--- config.mk ---
export PLATFORM = sky130hd
export DESIGN_NAME = dma_fifo
export DESIGN_NICKNAME = d
export VERILOG_FILES = /design/src/rtl/dma_pkg.sv /design/src/rtl/dma_fifo_mem.sv /design/src/rtl/dma_fifo.sv
export SDC_FILE = /design/constraint.sdc
export NUM_CORES = 1
export LEC_CHECK = 0
export ABC_CLOCK_PERIOD_IN_PS = 13220
export CORE_AREA = 2 2 243 185
export CTS_BUF_LIST = sky130_fd_sc_hd__clkbuf_8
export DETAILED_ROUTE_END_ITERATION = 10
export DIE_AREA = 0 0 245 187
export HOLD_SLACK_MARGIN = 0.15
export PLACE_DENSITY = 0.67
export SYNTH_ARGS = -nofsm -noshare
export SYNTH_HDL_FRONTEND = slang
export SYNTH_HIERARCHICAL = 1
export SYNTH_SLANG_ARGS = --single-unit
--- constraint.sdc ---
create_clock -name clk -period 13.22 [get_ports clk]
set_input_delay 2.644 -clock clk [delete_from_list [all_inputs] [get_ports clk]]
set_output_delay 2.644 -clock clk [all_outputs]
set_load 0.01 [all_outputs]
--- src/rtl/dma_pkg.sv ---
// Shared DMA definitions: default widths and FIFO read-mode encodings.
package dma_pkg;

  localparam int DEFAULT_DATA_WIDTH = 32;
  localparam int DEFAULT_ADDR_WIDTH = 4;

  // Read-side presentation mode of the FIFO
  typedef enum logic {
    FWFT_OFF = 1'b0,
    FWFT_ON  = 1'b1
  } fwft_mode_e;

  // True when an integer mode parameter selects first-word-fall-through
  function automatic bit is_fwft(input int mode);
    return mode == int'(FWFT_ON);
  endfunction

endpackage

--- src/rtl/dma_fifo_mem.sv ---
// Simple dual-port storage: one synchronous write port, one asynchronous read port.
// The array is deliberately not reset; stale words are never observable because
// the pointer logic in dma_fifo decides what is valid.
module dma_fifo_mem
  import dma_pkg::*;
#(
  parameter int DATA_WIDTH = DEFAULT_DATA_WIDTH,
  parameter int ADDR_WIDTH = DEFAULT_ADDR_WIDTH
) (
  input  logic                  clk,
  input  logic                  we,
  input  logic [ADDR_WIDTH-1:0] waddr,
  input  logic [DATA_WIDTH-1:0] wdata,
  input  logic [ADDR_WIDTH-1:0] raddr,
  output logic [DATA_WIDTH-1:0] rdata
);

  localparam int DEPTH = 1 << ADDR_WIDTH;

  logic [DATA_WIDTH-1:0] mem [DEPTH];

  // Store the incoming word when the controller accepts a write
  always_ff @(posedge clk) begin
    if (we) begin
      mem[waddr] <= wdata;
    end
  end

  assign rdata = mem[raddr];

endmodule

--- src/rtl/dma_fifo.sv ---
// DMA FIFO controller: wrap-bit pointers, registered status flags, sticky
// error flags and the read-data output stage (registered-read or FWFT).
module dma_fifo
  import dma_pkg::*;
#(
  parameter int DATA_WIDTH = DEFAULT_DATA_WIDTH,
  parameter int ADDR_WIDTH = DEFAULT_ADDR_WIDTH,
  parameter int FWFT       = int'(FWFT_OFF),
  parameter int AF_THRESH  = (1 << ADDR_WIDTH) - 2,
  parameter int AE_THRESH  = 2
) (
  input  logic                  clk,
  input  logic                  rst_n,
  input  logic                  flush,
  input  logic [DATA_WIDTH-1:0] data_in,
  input  logic                  wen,
  input  logic                  ren,
  input  logic                  err_clr,
  output logic [DATA_WIDTH-1:0] data_out,
  output logic                  data_valid,
  output logic                  fifo_full,
  output logic                  fifo_empty,
  output logic                  almost_full,
  output logic                  almost_empty,
  output logic [ADDR_WIDTH:0]   level,
  output logic                  overflow,
  output logic                  underflow
);

  localparam int PW = ADDR_WIDTH + 1;
  localparam bit FWFT_MODE = is_fwft(FWFT);
  localparam logic [PW-1:0] PTR_ONE = {{ADDR_WIDTH{1'b0}}, 1'b1};

  logic [PW-1:0]         wr_ptr, rd_ptr;
  logic [PW-1:0]         wr_next, rd_next;
  logic [PW-1:0]         level_next;
  logic                  rd_acc, wr_acc;
  logic                  mem_we;
  logic                  ovf_set, unf_set;
  logic [ADDR_WIDTH-1:0] rd_addr;
  logic [DATA_WIDTH-1:0] rd_data;
  logic [DATA_WIDTH-1:0] head_next;

  // Registered empty/full flags equal the pointer comparisons, so they can
  // gate acceptance without any combinational path from wen/ren to outputs.
  assign rd_acc = ren && !fifo_empty;
  assign wr_acc = wen && (!fifo_full || rd_acc);
  assign mem_we = rst_n && !flush && wr_acc;

  assign ovf_set = !flush && wen && fifo_full && !rd_acc;
  assign unf_set = !flush && ren && fifo_empty;

  // Next pointer values; reset and flush both collapse the FIFO to empty
  always_comb begin
    wr_next = wr_ptr;
    rd_next = rd_ptr;
    if (!rst_n || flush) begin
      wr_next = '0;
      rd_next = '0;
    end else begin
      if (rd_acc) rd_next = rd_ptr + PTR_ONE;
      if (wr_acc) wr_next = wr_ptr + PTR_ONE;
    end
  end

  assign level_next = wr_next - rd_next;

  // FWFT needs the word that will be at the head after this edge; the
  // registered-read mode needs the word at the current head.
  assign rd_addr = FWFT_MODE ? rd_next[ADDR_WIDTH-1:0] : rd_ptr[ADDR_WIDTH-1:0];

  // A write into an empty-after-read FIFO lands on the head slot this very
  // edge, so the incoming word must bypass the array.
  assign head_next = (wr_acc && (wr_ptr == rd_next)) ? data_in : rd_data;

  dma_fifo_mem #(
    .DATA_WIDTH(DATA_WIDTH),
    .ADDR_WIDTH(ADDR_WIDTH)
  ) u_mem (
    .clk  (clk),
    .we   (mem_we),
    .waddr(wr_ptr[ADDR_WIDTH-1:0]),
    .wdata(data_in),
    .raddr(rd_addr),
    .rdata(rd_data)
  );

  // Pointers and all status flags, registered from next-state values
  always_ff @(posedge clk) begin
    if (!rst_n) begin
      wr_ptr       <= '0;
      rd_ptr       <= '0;
      level        <= '0;
      fifo_empty   <= 1'b1;
      fifo_full    <= 1'b0;
      almost_empty <= 1'b1;
      almost_full  <= 1'b0;
      overflow     <= 1'b0;
      underflow    <= 1'b0;
    end else begin
      wr_ptr       <= wr_next;
      rd_ptr       <= rd_next;
      level        <= level_next;
      fifo_empty   <= (wr_next == rd_next);
      fifo_full    <= (wr_next[ADDR_WIDTH] != rd_next[ADDR_WIDTH]) &&
                      (wr_next[ADDR_WIDTH-1:0] == rd_next[ADDR_WIDTH-1:0]);
      almost_empty <= 32'(level_next) <= AE_THRESH;
      almost_full  <= 32'(level_next) >= AF_THRESH;
      overflow     <= (overflow  && !err_clr) || ovf_set;
      underflow    <= (underflow && !err_clr) || unf_set;
    end
  end

  // Read-data output stage: head tracking in FWFT, one-cycle pulse otherwise
  always_ff @(posedge clk) begin
    if (!rst_n) begin
      data_out   <= '0;
      data_valid <= 1'b0;
    end else if (flush) begin
      data_valid <= 1'b0;
    end else if (FWFT_MODE) begin
      data_out   <= head_next;
      data_valid <= (wr_next != rd_next);
    end else begin
      data_valid <= rd_acc;
      if (rd_acc) data_out <= rd_data;
    end
  end

endmodule

==> metrics.yaml <==
drt:
  drt-pass1-iter-count: 5
  vias: 10562
  first_iter_violations: 875
  wire_per_inst_um: 24.0
  wl_um: 44100
  post-route-drc-count: 0
  vias_per_cell: 5.76
  ant_nets: 0
synthesis:
  synth_area_leaders: "edfxtp_1 72%, mux4_2 13%, dfxtp_1 5.0%"
  ys_types: 43
  synth-async-reset-ratio_pct: 0
  yosysSeqAreaShare_pct: 76.7
  synth_top_area_share_pct: 71.7
  yosys_most_used_dff: "edfxtp_1"
  synth.avg_cell_area_sq_um: 20.3
  synth_edf_count: 512
  synth.ff_latch_count: 566
  yosys_warnings: 6
  post_synth_instance_area_sq_mm: 0.0215
  netlist_instances: 1056
  synth_largest_area_cell: "edfxtp_1"
  syn-num-nets: 1101
worst_setup_path:
  crit_arrival_ns: 5.85
  critPathKind: "input port to register"
  required_ns: 13.46
  crit_path_end_kind: "register"
  crit_path_start_kind: "input port"
  path_max_fanout: 43
power:
  vdd_ir_drop_max_v: 0.0000757
  power.leakage_uw: 0.00757
  power.density_mw_per_mm2: 135
clock_network:
  cts.sinks: 566
  cts_hold_buf: 0
  cts_tree: "built"
  clock_latency_ns: 0.64
  clk_pin_slew_ns: 0.06
  ctsRootBufferMaster: "clkbuf_8"
  clock_path_buffers: 3
  htreeDepth: 3
  cts_buffers: 83
  post_cts_resized: 0
  cts_setup_buffers: 0
die:
  rows: 67
  fp.dieH_um: 187
  core_sq_mm: 0.0438
  ios: 82
  die_area_sq_mm: 0.0458
  start_util_pct: 48.9
  die_x_um: 245
sta:
  rsz0062_at_grt: "false"
  fmax_mhz: 178
  slew_viol_final: 0
  fin_setup_tns_ns: 0
  setup_viol: 0
  relSlewSlack_pct: 15.6
  fin_crit_sh_pct: 42.5
  finalClockSkew_ns: 0.0312
  hold-worst-slack_ns: 0.464
  hold_viol: 0
  fin_crit_ns: 5.61
  worst_pin_slew_ns: 1.26
global_routing:
  grt_use_met1_pct: 30.3
  grt_pass1_vias: 10751
  grt_most_used_layer: "met1"
  gr-total-overflow: 0
  grtUsageMet3_pct: 4.56
  antenna_found_initial: 1
  use_met2_pct: 28.5
  grt_max_degree: 67
  grt_pass1_wl_um: 66500
  grtUsageTotal_pct: 19.6
finish:
  instances_no_fill: 1835
  drive_gt1_share_pct: 22.3
  n_antenna_cell: 0
  fin_nets: 1228
  postLayoutCoreUtil_pct: 55.9
  syn2layout_area_growth_pct: 14.1
placement:
  place_inst: 1684
  hpwlAfterDp_um: 23800
  numPortBuffers: 81
  place.gp.congestion: 0.727
run:
  drv_cap: 0
status:
  status: "completed"
hold_path:
  min_path_type: "register to register"
cells by family (layout without fill, tap and decap cells):
kind of cell | count (synthesis) | in the layout | share of synthesized area [%]
flops | 566 | 566 | 76.7
simple gates | 167 | 167 | 3.43
mux | 129 | 129 | 13.5
compound gates | 113 | 113 | 3.89
buf+inv | 64 | 257 | 1.45
xor+xnor | 10 | 10 | 0.618
fa+ha+maj | 7 | 7 | 0.443
metrics by stage:
step / power, uW / worst slack, ns / instance area, sq um
CTS: 3340 / 7.65 / 24500
global placement: 2070 / 7.02 / 23000
floorplan: 2020 / 6.57 / 21500
finish: 3300 / 7.61 / 24500
global route: 3420 / 7.38 / 24500
detailed placement: 2070 / 6.96 / 23000
power by group:
| group | total (uW) | internal [uW] | switching (uW) |
|---|---|---|---|
| Sequential | 1960 | 1950 | 3.72 |
| Clock | 1270 | 626 | 646 |
| Combinational | 69.5 | 27.0 | 42.5 |
synthesized netlist by cell type (all sizes together), types with 4 or more instances:
master	instances
edfxtp	512
mux4	128
nand2	103
a22oi	64
dfxtp	54
a21boi	32
clkbuf	29
buf	28
nor2	26
a21oi	7
inv	7
and2	6
ha	6
nand3	6
nor3	6
xor2	6
nor2b	5
nand2b	4
nand4	4
xnor2	4
per-layer routing:
layer  up-vias  routed length, um
met5         -                  0
met4         0                709
met3        57               2820
met2       375              19900
met1      5581              20700
li1       4549                  -
critical path, stage by stage:
cell and delay, ns:
buf_2 0.68, nand2b_1 0.57, nor2_1 0.43, or3b_2 0.61, nor2_4 0.88
cell type report:
class | count | area (sq um)
Fill cell | 3283 | 19400
Clock inverter | 65 | 308
Clock buffer | 86 | 1180
Inverter | 7 | 26.3
Multi-Input combinational cell | 426 | 4830
Sequential cell | 566 | 16500
Tap cell | 586 | 733
Timing Repair Buffer | 99 | 941
flip-flops by register name, indices dropped and copies added, names as in the netlist:
register	cells
data_out	32
u_mem/mem	512
level	5
fifo_empty	1
almost_empty	1
data_valid	1
overflow	1
underflow	1
rd_ptr	5
almost_full	1
fifo_full	1
wr_ptr	5
cell usage in the layout (no fill, tap or decap), types with 4 or more instances in the layout:
master           netlist  routed
dfxtp_1               54      52
a22oi_1               64      64
ha_1                   6       6
edfxtp_1             512     512
clkdlybuf4s50_1        0      80
xor2_1                 5       5
a21boi_0              32      32
clkinv_1               0      18
buf_4                 11      18
nor2_1                26      12
a21oi_1                6       6
nor2_4                 0      14
clkinv_2               0       9
clkbuf_8               0      86
and2_1                 6       5
nand2_1              103     103
nor3_2                 0       4
inv_1                  7      40
mux4_2               128     128
nand3_1                6       6
nand2b_1               4       4
final timing paths:
path                startpoint          endpoint  slack [ns]  cells after the start
setup reg to reg     rd_ptr[0]      data_out[29]       10.04                      6
setup / recovery         rst_n  u_mem/mem[3][18]        7.61                      5
hold / removal    data_out[22]      data_out[22]        0.46                      2
hold reg to reg   data_out[22]      data_out[22]        0.46                      2
(Power assumes the default switching activity.)
